$ cat src/rtl/axi_rd_arbiter_pkg.sv
// Shared types and constants for the two-requester AXI read-channel arbiter.
package axi_rd_arbiter_pkg;

  typedef enum logic [1:0] {
    ST_IDLE = 2'd0,
    ST_ADDR = 2'd1,
    ST_DATA = 2'd2
  } state_e;

  localparam logic [2:0] SIZE_4B    = 3'b010;
  localparam logic [1:0] BURST_INCR = 2'b01;

  localparam logic REQ_I = 1'b0;
  localparam logic REQ_D = 1'b1;

  function automatic logic [1:0] onehot2(input logic sel);
    return sel ? 2'b10 : 2'b01;
  endfunction

endpackage

$ cat src/rtl/rr_arb2.sv
// Combinational 2-way round-robin picker; on a tie the requester that did not win last time goes.
module rr_arb2
  import axi_rd_arbiter_pkg::*;
(
  input  logic [1:0] req,
  input  logic       last,
  output logic       gnt
);

  always_comb begin
    gnt = REQ_I;
    if (req == 2'b11) gnt = ~last;
    else if (req[1])  gnt = REQ_D;
  end

endmodule

$ cat src/rtl/axi_rd_arbiter.sv
// Shares one AXI AR/R channel between the I-cache (requester 0) and D-cache (requester 1),
// one outstanding burst at a time, round-robin between simultaneous requests.
module axi_rd_arbiter
  import axi_rd_arbiter_pkg::*;
#(
  parameter int ADDR_W = 32,
  parameter int DATA_W = 32,
  parameter int ID_W   = 4
) (
  input  logic                clk,
  input  logic                rst,
  input  logic [2*ADDR_W-1:0] req_araddr,
  input  logic [15:0]         req_arlen,
  input  logic [1:0]          req_arvalid,
  output logic [1:0]          req_arready,
  output logic [DATA_W-1:0]   req_rdata,
  output logic [1:0]          req_rvalid,
  output logic                req_rlast,
  input  logic [1:0]          req_rready,
  output logic [ID_W-1:0]     m_arid,
  output logic [ADDR_W-1:0]   m_araddr,
  output logic [7:0]          m_arlen,
  output logic [2:0]          m_arsize,
  output logic [1:0]          m_arburst,
  output logic                m_arvalid,
  input  logic                m_arready,
  input  logic [ID_W-1:0]     m_rid,
  input  logic [DATA_W-1:0]   m_rdata,
  input  logic                m_rlast,
  input  logic                m_rvalid,
  output logic                m_rready,
  output logic                err
);

  state_e            state, state_nxt;
  logic              gnt, last_gnt, arb_gnt;
  logic [ADDR_W-1:0] addr_r, sel_addr;
  logic [7:0]        len_r, sel_len, beat_cnt;
  logic              beat, err_set;

  rr_arb2 u_arb (
    .req  (req_arvalid),
    .last (last_gnt),
    .gnt  (arb_gnt)
  );

  assign sel_addr = arb_gnt ? req_araddr[2*ADDR_W-1:ADDR_W] : req_araddr[ADDR_W-1:0];
  assign sel_len  = arb_gnt ? req_arlen[15:8] : req_arlen[7:0];

  assign beat = m_rvalid & m_rready;

  // Beats are still forwarded on error; the FSM always follows m_rlast.
  assign err_set = (m_rvalid && state != ST_DATA) ||
                   (beat && ((m_rid != ID_W'(gnt)) || (m_rlast && beat_cnt != len_r)));

  always_ff @(posedge clk) begin
    if (rst) begin
      state    <= ST_IDLE;
      gnt      <= REQ_I;
      last_gnt <= REQ_D;
      addr_r   <= '0;
      len_r    <= '0;
      beat_cnt <= '0;
      err      <= 1'b0;
    end else begin
      state <= state_nxt;
      if (err_set) err <= 1'b1;
      case (state)
        ST_IDLE: if (|req_arvalid) begin
          gnt      <= arb_gnt;
          addr_r   <= sel_addr;
          len_r    <= sel_len;
          beat_cnt <= '0;
        end
        ST_DATA: if (beat) begin
          beat_cnt <= beat_cnt + 8'd1;
          if (m_rlast) last_gnt <= gnt;
        end
        default: ;
      endcase
    end
  end

  always_comb begin
    state_nxt   = state;
    m_arvalid   = 1'b0;
    req_arready = 2'b00;
    req_rvalid  = 2'b00;
    req_rlast   = 1'b0;
    m_rready    = 1'b0;
    case (state)
      ST_IDLE: if (|req_arvalid) state_nxt = ST_ADDR;
      ST_ADDR: begin
        m_arvalid = 1'b1;
        if (m_arready) begin
          req_arready = onehot2(gnt);
          state_nxt   = ST_DATA;
        end
      end
      ST_DATA: begin
        m_rready   = gnt ? req_rready[1] : req_rready[0];
        req_rvalid = m_rvalid ? onehot2(gnt) : 2'b00;
        req_rlast  = m_rlast;
        if (m_rvalid && m_rready && m_rlast) state_nxt = ST_IDLE;
      end
      default: state_nxt = ST_IDLE;
    endcase
  end

  assign m_araddr  = addr_r;
  assign m_arlen   = len_r;
  assign m_arid    = ID_W'(gnt);
  assign m_arsize  = SIZE_4B;
  assign m_arburst = BURST_INCR;
  assign req_rdata = m_rdata;

endmodule

$ cat config.mk
export PLATFORM = sky130hd
export DESIGN_NAME = axi_rd_arbiter
export DESIGN_NICKNAME = d
export VERILOG_FILES = /design/src/rtl/axi_rd_arbiter_pkg.sv /design/src/rtl/rr_arb2.sv /design/src/rtl/axi_rd_arbiter.sv
export SDC_FILE = /design/constraint.sdc
export NUM_CORES = 1
export LEC_CHECK = 0
export CAP_MARGIN = 20
export CORE_MARGIN = 1.5
export CORE_UTILIZATION = 30
export CTS_CLUSTER_SIZE = 10
export DETAILED_ROUTE_END_ITERATION = 10
export PLACE_DENSITY_LB_ADDON = 0.08
export SETUP_SLACK_MARGIN = 0.05
export SLEW_MARGIN = 25
export SYNTH_ARGS = -nofsm -noshare
export SYNTH_HDL_FRONTEND = slang
export SYNTH_SLANG_ARGS = --single-unit
export TNS_END_PERCENT = 1
$ cat constraint.sdc
create_clock -name clk -period 2.2 [get_ports clk]
set_clock_uncertainty 0.1 [all_clocks]
set_input_delay 0.44 -clock clk [delete_from_list [all_inputs] [get_ports clk]]
set_output_delay 0.44 -clock clk [all_outputs]
set_load 0.02 [all_outputs]
* Word level (Yosys, flattened, before mapping)
Cells that the tools add are included.
** Word-level totals
- Flip-flop bits (word level) :: 53
- Latch bits :: 0
- Memory bits (writable) :: 0
- Memory bits (read-only) :: 0
- Bits of input ports :: 125
- Output and inout port bits :: 89
- Memories :: 0
** Cells by class
- Add/subtract/negate cells :: 1
- $mul :: 0
- Divide/modulo/power cells :: 0
- Magnitude comparators :: 0
- Equal/unequal tests :: 10
- Shift operators :: 0
- Mux-type cells :: 20
- Bitwise logic cells :: 2
- Reduce and logical (&&, ||, !) cells :: 14
** Operators with widths (number)
- 2-to-1 mux 32 bit :: 1
- 2-to-1 mux 8 bit :: 3
- 2-to-1 mux 2 bit :: 8
- case mux 8 bit (2 select lines) :: 1
- != test 2 bit (second input constant) :: 5
- AND reduction 3 bit :: 3
- adder 8 x 1 -> 8 bit (second input constant) :: 1
- != test 8 bit :: 1
- 2-to-1 mux 1 bit :: 6
- case mux 2 bit (3 select lines) :: 1
- logical AND 1 bit :: 5
- == test 2 bit (second input constant) :: 2
- != test 4 x 1 -> 1 bit :: 1
- == test 2 x 1 -> 1 bit (second input constant) :: 1
- zero test 2 bit :: 1
- logical OR 1 bit :: 2
- AND reduction 2 bit :: 1
- nonzero test 2 bit :: 1
- OR reduction 2 bit :: 1
- bitwise AND 1 bit :: 1
- inverter 1 bit :: 1

* Longest topological paths before layout
Gate-level depths: netlist (run 1).
- Word-level depth :: 5
- Depth in mapped cells :: 6
- Mapped depth without buffers :: 4

* Hierarchy
From an unflattened synthesis (run 1), not the netlist that was laid out.
** Second synthesis, totals
- Cell total of the unflattened synthesis :: 312
- Area total of the unflattened synthesis :: 2866.5 um^2
** Modules (own cells, without submodules)
- axi_rd_arbiter :: times used 1, cells an instance 311, area an instance 2855.2 um^2
- rr_arb2 :: times used 1, cells an instance 1, area an instance 11.3 um^2

* Least setup slack after synthesis (run 1)
No wires, ideal clock.
- Kind :: register -> output
- Start point :: register state[0]
- End point :: output req_arready[0]
- Arrival :: 1221 ps
- Data required time :: 1660 ps
- Slack :: 439 ps
- Cell stages (with the launch flop) :: 4
- Cells stage by stage :: dfxtp_1 -> nor2b_1 -> nand2_1 -> nor2_1
** Between the ends
- Cells in the longest elaborated chain, start to end :: 2
** RTL lines
- start: declaration :: line axi_rd_arbiter.sv:35 : state_e state, state_nxt;
- start signal: assignment :: line axi_rd_arbiter.sv:66 : state <= state_nxt;
- == test 2 x 1 -> 1 bit :: line axi_rd_arbiter.sv:91 : case (state)
- 2-to-1 mux 2 bit :: line axi_rd_arbiter.sv:91
- end: declaration :: line axi_rd_arbiter.sv:15 : output logic [1:0] req_arready,
No other way between the ends.

* Worst setup path after layout (run 1)
- Start point :: input m_rvalid
- End point :: output req_rvalid[0]
** Between the ends
- Cells in the longest elaborated chain, start to end :: 2
** RTL lines
- start: declaration :: line axi_rd_arbiter.sv:30 : input logic m_rvalid,
- 2-to-1 mux 2 bit :: line axi_rd_arbiter.sv:102 : req_rvalid = m_rvalid ? onehot2(gnt) : 2'b00;
- 2-to-1 mux 2 bit :: line axi_rd_arbiter.sv:91
- end: declaration :: line axi_rd_arbiter.sv:17 : output logic [1:0] req_rvalid,
No other way between the ends.

==> results of run 1 <==
-- per-stage QoR --
step	cell area [µm²]	utilization (%)	cells
2_1_floorplan	2860	-	324
3_3_place_gp	4130	44.9	527
3_5_place_dp	4130	44.9	527
4_1_cts	4250	46.2	535
5_1_grt	4250	46.3	535
6_report	4250	46.3	535
-- per-layer routing --
layer | vias to the layer above | global-route usage (%) | share of wire, %
met5 | - | 0 | 0
met4 | 0 | 3.58 | 0.64
met3 | 8 | 4.87 | 8.2
met2 | 99 | 24.1 | 48
met1 | 1156 | 17.5 | 43
li1 | 1278 | - | -
-- synth_stat cells --
master	number	share of area, %
buf_2	11	1.9
and2_1	1	0.22
o221ai_1	1	0.31
a21boi_0	1	0.26
a211o_1	1	0.31
inv_1	2	0.26
nor3_1	2	0.35
nand3_1	4	0.71
and4_1	1	0.31
nand2b_1	1	0.22
xnor2_1	8	2.5
nand3b_1	1	0.26
clkbuf_1	5	0.66
or3_1	5	1.1
buf_1	1	0.13
o21ai_0	7	1.2
o31ai_1	1	0.26
a2bb2oi_2	1	0.53
nor2_1	50	6.6
dfxtp_1	53	37
ha_1	1	0.44
nand2_1	4	0.53
mux2i_2	1	0.49
mux2i_1	41	14
or2_2	3	0.66
conb_1	2	0.26
and3_1	2	0.44
o41ai_1	1	0.31
nand4_1	3	0.66
a21oi_1	11	1.9
xor2_1	1	0.31
buf_4	46	12
or4_1	1	0.26
a31oi_1	1	0.22
nor2b_1	3	0.66
a211oi_1	40	11
-- final timing paths --
| check | from | end | slack (ns) | cells after the start |
|---|---|---|---|---|
| max reg2reg | gnt | beat_cnt[3] | 0.46 | 6 |
| min reg2reg | m_araddr[22] | m_araddr[22] | 0.40 | 2 |
| max | m_rvalid | req_rvalid[0] | 0.17 | 4 |
| min | rst | m_arlen[4] | 0.35 | 2 |
-- state kept, by name (all words and copies together), names as in the netlist --
signal    count
m_araddr     32
gnt           1
beat_cnt      8
state         2
m_arlen       8
last_gnt      1
err           1
-- kinds of logic after synthesis --
logic type | after synthesis | synth area share (%)
adders and majority gates | 1 | 0.441
DFF | 53 | 37.4
buffers and inverters | 65 | 15.2
muxes | 42 | 15.0
AOI/OAI and AO/OA | 65 | 16.0
and+or+nand+nor | 81 | 13.0
other | 2 | 0.265
xor gates and xnor gates | 9 | 2.78
-- repair_timing --
item | 4_1_cts | 5_1_grt
endpoints found under the setup margin | 8 | 2
resized for setup | 8 | 4
endpoints found under the hold margin | 0 | 0
hold buffers | 0 | 0
-- power breakdown --
part	internal [mW]	leakage, nW	switching, mW	total [mW]
registers	1.06	0.439	0.0646	1.12
logic	0.464	1.12	0.411	0.875
clock network	0.371	0.0585	0.305	0.677
-- worst reg2reg max path, cell delays in order, from the launching register on --
cell	delay, ns
dfxtp_2	0.43
mux2i_2	0.27
buf_4	0.18
a2bb2oi_2	0.32
buf_4	0.19
o21ai_0	0.08
a21oi_1	0.13
-- area by class of cell --
| cell class | instances | area, µm² |
|---|---|---|
| Sequential cell | 53 | 1060 |
| Fill cell | 941 | 4940 |
| Tap cell | 111 | 139 |
| Timing Repair Buffer | 155 | 1540 |
| Clock buffer | 7 | 86.3 |
| Multi-Input combinational cell | 206 | 1390 |
| Inverter | 2 | 7.51 |
| Clock inverter | 1 | 30.0 |
==> results.yml, run 1 <==
timing:
  setup_slack_ns: 0.171
  report.final.slew_viol_count: 0
  max_freq_ghz: 0.493
  hold_violations: 0
  timing.final.crit_share_pct: 92.2
  rsz0062_at_grt: "false"
  finalSetupViolCount: 0
  fin_tns_setup_ns: 0
  holdWs_ns: 0.353
  finalCriticalPeriod_ns: 2.03
cts:
  clockBufferDepth: 2
  cts_setup_buffers: 0
  htree_levels: 2
  cts-root-buf: "clkbuf_8"
  clkLatencyLatePin_ns: 0.30
  cts.sinks: 53
  clkTransAtPathRegs_ns: 0.10
  cts_inserted_buffers: 5
  cts_tree: "built"
power_and_ir_drop:
  total_power_mw: 2.68
  power_density_nw_per_um2: 629
  vdd_drop_max_v: 0.000307
  p_leak_nw: 1.62
worst_hold_path:
  worstHoldPathType: "input port to register"
route:
  wirelength_um: 7290
  viasPerCell: 4.75
  antenna_left: 0
  routed-via-count: 2541
  drcViolationCount: 0
  drtIter0Drc: 38
  drt-pass1-iter-count: 4
  wl_per_cell_um: 13.6
worst_setup_path:
  cp_slowest_stage_delay_ns: 0.51
  critPathTopFamily: "buffers and inverters"
  path_class: "input port to output port"
  cp.arrival_ns: 1.49
  worst_path_max_delay_cell: "clkdlybuf4s50_1"
  critical_path_required_ns: 1.66
  worstPathMaxFanout: 4
  startpoint_type: "input port"
  crit_buf_inv: 2
  cp_cell_sequence: "clkdlybuf4s50_1, nand3b_1, nor2_1, dlygate4sd2_1"
  end_kind: "output port"
die:
  fp.dieH_um: 100
  die_area_um2: 10000
  pin_count: 214
  die_w_um: 100
  initial_core_util_pct: 30.8
  row_count: 35
  core-area_um2: 9200
global_routing:
  grtUsageTotal_pct: 14.3
  grt_antenna_before_repair: 0
  grt_pass1_vias: 2379
  grt_pass1_wl_um: 11500
  grt-ovfl-total: 0
  grt_max_degree: 72
synthesis:
  syn_inst: 318
  yosys_warnings: 0
  syn_area_um2: 2840
  synth.distinct_cells: 36
  syn_avg_cell_area_um2: 8.92
  ys_seq_area_share_pct: 37.4
  ys_seq_elements: 53
finish:
  final_common_cell: "clkdlybuf4s50_1"
  diodes: 0
  final_cell_mix: "clkdlybuf4s50_1, dfxtp_1, nor2_1, mux2i_1, a211oi_1"
  nets: 549
  area_growth_pct: 50.0
  layout-drive-gt1-share_pct: 8.02
run:
  cap_viol_max_count: 0
place:
  dp.final_hpwl_um: 5610
  gp_congestion: 0.761
  dp_slack_ns: -0.116
  port_buffers: 141
outcome:
  status: "finished, final reports clean"
(Power assumes the default switching activity.)
==> inputs of run 2 (changes only) <==
CORE_UTILIZATION = 34   (was 30)
SKIP_LAST_GASP = 1   (was not set)
==> run 2 against run 1 <==
The run now ends with negative setup slack left. Hold slack gained 0.050 ns. Count of clock-buffer cells in the layout shrank 2. Clock power is 14% higher. Die area down 11%. Utilization is 6.5 points higher. Sequential share of layout area is 0.31 points lower. Via count fell by 1.8%. Fmax down 12%.
==> results.yml, run 2 (synthesized netlist as in run 1, its figures left out) <==
finish:
  largest_reg_flops: 32
  fin_cells: 528
  diodes: 0
  layout-drive-gt1-share_pct: 7.33
  final_cell_mix: "clkdlybuf4s50_1, dfxtp_1, nor2_1, mux2i_1, a211oi_1"
  area_growth_pct: 51.3
  final_common_cell: "clkdlybuf4s50_1"
  nets: 548
timing:
  hold_violations: 0
  rsz0062_at_grt: "true"
  finalCriticalPeriod_ns: 2.31
  max_freq_ghz: 0.433
  fin_tns_setup_ns: -0.289
  finalSetupViolCount: 4
  timing.final.crit_share_pct: 105
  tightest_slew_ns: 0.583
  setup_slack_ns: -0.108
  report.final.slew_viol_count: 0
  relSlewSlack_pct: 61.2
cts:
  cts_setup_buffers: 0
  clkTransAtPathRegs_ns: 0.09
  cts-root-buf: "clkbuf_8"
  cts_tree: "built"
  cts_inserted_buffers: 5
  clkLatencyLatePin_ns: 0.30
  htree_levels: 2
  hold_buffers: 0
  clockBufferDepth: 2
  cts.sinks: 53
global_routing:
  grt_pass1_vias: 2333
  grt_max_degree: 51
  grt-ovfl-total: 0
  grt_antenna_before_repair: 0
  grtUsageTotal_pct: 15.4
  grt_pass1_wl_um: 10900
power_and_ir_drop:
  switching_power_uw: 797
  p_leak_nw: 1.60
  total_power_mw: 2.79
  vdd_drop_max_v: 0.000457
  p_sw_share_pct: 28.6
  p_int_mw: 1.99
  pwr-share-comb_pct: 31.9
  seqPwrFrac_pct: 40.3
  power_density_nw_per_um2: 649
  clkPwrFrac_pct: 27.7
worst_hold_path:
  worstHoldPathType: "register to register"
worst_setup_path:
  critical_path_required_ns: 1.66
  path_class: "input port to output port"
  startpoint_type: "input port"
  worstPathMaxFanout: 3
  cp.arrival_ns: 1.77
  end_kind: "output port"
route:
  drtIter0Drc: 55
  routed-via-count: 2496
  wirelength_um: 6970
  wl_per_cell_um: 13.2
  viasPerCell: 4.73
  antenna_left: 0
  drt-pass1-iter-count: 4
  drcViolationCount: 0
outcome:
  failed_checks: "negative setup slack"
  status: "finished, violations left"
place:
  gp_congestion: 0.808
  dp_cells: 520
  dp.final_hpwl_um: 5430
  port_buffers: 141
die:
  initial_core_util_pct: 34.9
  die_area_um2: 8900
  pin_count: 214
  fp.dieH_um: 94.3
  core-area_um2: 8130
  row_count: 33
  die_w_um: 94.3
run:
  cap_viol_max_count: 0
==> run 2: timing repair <==
item / 4_1_cts / 5_1_grt
endpoints found under the setup margin: 7 / 7
gates cloned: 0 / 0
resized for setup: 3 / 1
==> run 2: layout make-up <==
cell class / count / area, µm²
clock buffer: 5 / 68.8
clock inverter: 3 / 65.1
fill: 781 / 3840
inverter: 2 / 7.51
multi-input combinational: 206 / 1390
sequential: 53 / 1060
tap: 105 / 131
timing repair buffer: 154 / 1570
==> run 2: worst paths after layout <==
| kind | startpoint | endpoint | slack, ns | cells past startpoint |
|---|---|---|---|---|
| max | m_rvalid | req_rvalid[0] | -0.11 | 4 |
| min | m_araddr[24] | m_araddr[24] | 0.40 | 2 |
| max reg2reg | gnt | beat_cnt[3] | 0.34 | 6 |
| min reg2reg | m_araddr[24] | m_araddr[24] | 0.40 | 2 |
==> run 2: layer usage <==
layer  up-vias  wire length (µm)  global-route usage, %
li1       1283                 -                      -
met1      1103              3010                   18.6
met2       103              3240                   25.5
met3         7               662                   6.04
met4         0                59                   4.10
met5         -                 0                      0
==> run 2: power groups by stage <==
stage | combinational [mW] | sequential [mW] | clock, mW
after global placement | 0.896 | 1.14 | 0
after global routing | 0.960 | 1.14 | 0.842
after floorplan | 0.429 | 1.25 | 0
final | 0.890 | 1.12 | 0.772
after detailed placement | 0.899 | 1.15 | 0
after CTS | 0.902 | 1.13 | 0.802
==> run 2: metrics by stage <==
step           util (%)  area (µm²)  worst slack, ns  hold WS (ns)
3_3_place_gp       51.1        4150          -0.0954         0.380
2_1_floorplan         -        2860            0.439         0.370
4_1_cts            52.7        4290           -0.112         0.403
3_5_place_dp       51.1        4150           -0.102         0.391
5_1_grt            52.8        4290           -0.196         0.423
6_report           52.8        4290           -0.108         0.402
==> run 2: worst max-delay path: stages <==
cell             delay (ns)
clkdlybuf4s50_1        0.50
nand3b_1               0.11
nor2_1                 0.11
clkdlybuf4s50_1        0.61
==> inputs of run 3 (changes only) <==
CORE_UTILIZATION = 36   (was 34)
DONT_BUFFER_PORTS = 1   (was not set)
==> run 3 against run 2 <==
The run now ends clean. Clock power shrank 23%. Sequential power rose by 13%. Sequential cell count is the same. Non-clock buffer count shrank 148. Final cell count fell by 29%. Setup slack gained 0.44 ns. Design area is 36% lower. Wire length fell by 14%. Critical endpoint is now req_arready[0].
==> results.yml, run 3 (synthesized netlist as in run 1, its figures left out) <==
timing:
  timing.final.crit_share_pct: 85.0
  max_freq_ghz: 0.535
  fin_tns_setup_ns: 0
  report.final.slew_viol_count: 0
  rsz0062_at_grt: "false"
  finalCriticalPeriod_ns: 1.87
  hold_violations: 0
  finalSetupViolCount: 0
worst_setup_path:
  worst_path_max_delay_cell: "dfxtp_1"
  path_class: "register to output port"
  cp.arrival_ns: 1.33
  cp_slowest_stage_delay_ns: 0.40
  crit_cells: 5
  critical_path_required_ns: 1.66
  critPathTopFamily: "flip-flops"
  end_kind: "output port"
  cp_cell_sequence: "nor2b_1, buf_4, nand2_1, nor2_1, buf_4"
  reg2reg_depth: 4
  crit_buf_inv: 2
  worstPathMaxFanout: 6
  cp_common_cell: "buf_4"
  startpoint_type: "register"
global_routing:
  grt-ovfl-total: 0
  grt_pass1_vias: 1804
  grt_max_degree: 51
  grt_pass1_wl_um: 9390
  grtUsageTotal_pct: 14.3
  grt_antenna_before_repair: 0
die:
  die_w_um: 91.8
  initial_core_util_pct: 36.9
  fp.dieH_um: 91.8
  die_area_um2: 8420
  core-area_um2: 7690
  pin_count: 214
  row_count: 32
cts:
  cts_setup_buffers: 0
  hold_buffers: 0
  clkTransAtPathRegs_ns: 0.09
  ctsResizeCount: 0
  clockBufferDepth: 2
  cts_tree: "built"
  htree_levels: 2
  cts-root-buf: "clkbuf_8"
  cts.sinks: 53
  cts_inserted_buffers: 5
  clkLatencyLatePin_ns: 0.30
route:
  routed-via-count: 1926
  drt-pass1-iter-count: 4
  wl_per_cell_um: 16.0
  wirelength_um: 6010
  drtIter0Drc: 38
  antenna_left: 0
  drcViolationCount: 0
  viasPerCell: 5.11
place:
  port_buffers: 0
  dp.final_hpwl_um: 4360
  gp_congestion: 0.761
  placed_area_um2: 2650
finish:
  final_common_cell: "dfxtp_1"
  area_growth_pct: -2.91
  diodes: 0
  final_cell_mix: "dfxtp_1, nor2_1, mux2i_1, a211oi_1, a21oi_1"
  nets: 400
  largest_reg_flops: 32
  fin_area_um2: 2750
  layout-drive-gt1-share_pct: 7.64
worst_hold_path:
  holdPathStages: 1
  worstHoldPathType: "input port to register"
run:
  cap_viol_max_count: 0
power_and_ir_drop:
  clkPwrFrac_pct: 26.8
  switching_power_uw: 715
  p_int_mw: 1.50
  vdd_drop_max_v: 0.000320
  power_density_nw_per_um2: 805
  p_leak_nw: 0.985
  p_sw_share_pct: 32.2
  pwr-share-comb_pct: 16.6
  seqPwrFrac_pct: 56.6
outcome:
  status: "finished, final reports clean"
[run 3: cell type report]
type | count | area [µm²]
inverters | 2 | 7.51
clock buffers | 7 | 96.3
multi-input cells | 206 | 1390
fillers | 797 | 4930
well taps | 102 | 128
clock inverters | 1 | 5.00
flip-flops and latches | 53 | 1060
repair buffers | 6 | 70.1
[run 3: worst paths after layout]
kind	from	endpoint	slack [ns]
worst max-delay path	state[0]	req_arready[0]	0.33
worst min-delay path	rst	err	0.10
worst max register to register	state[1]	beat_cnt[5]	0.47
worst min register to register	beat_cnt[5]	beat_cnt[5]	0.41
[run 3: metal layers]
layer | global-route usage [%] | wire length (µm) | up-vias
met1 | 18.0 | 2610 | 831
li1 | - | - | 986
met3 | 5.22 | 509 | 11
met2 | 22.5 | 2810 | 98
met5 | 0 | 0 | -
met4 | 5.00 | 85 | 0
[run 3: through the flow]
step	utilization [%]	hold slack [ns]	std cells	total power [mW]	setup WS [ns]
global route	35.8	0.0757	377	2.36	0.185
detailed placement	34.5	0.401	369	1.66	0.483
floorplan	-	0.370	324	1.68	0.439
CTS	35.8	0.0900	377	2.26	0.300
finish	35.8	0.100	377	2.22	0.329
global placement	34.5	0.384	369	1.66	0.506
[run 3: power groups by stage]
stage                     Sequential (mW)  Combinational (mW)  Clock, mW
after global placement               1.28               0.372          0
final                                1.26               0.368      0.594
after floorplan                      1.25               0.429          0
after global routing                 1.27               0.418      0.666
after CTS                            1.26               0.375      0.623
after detailed placement             1.28               0.376          0
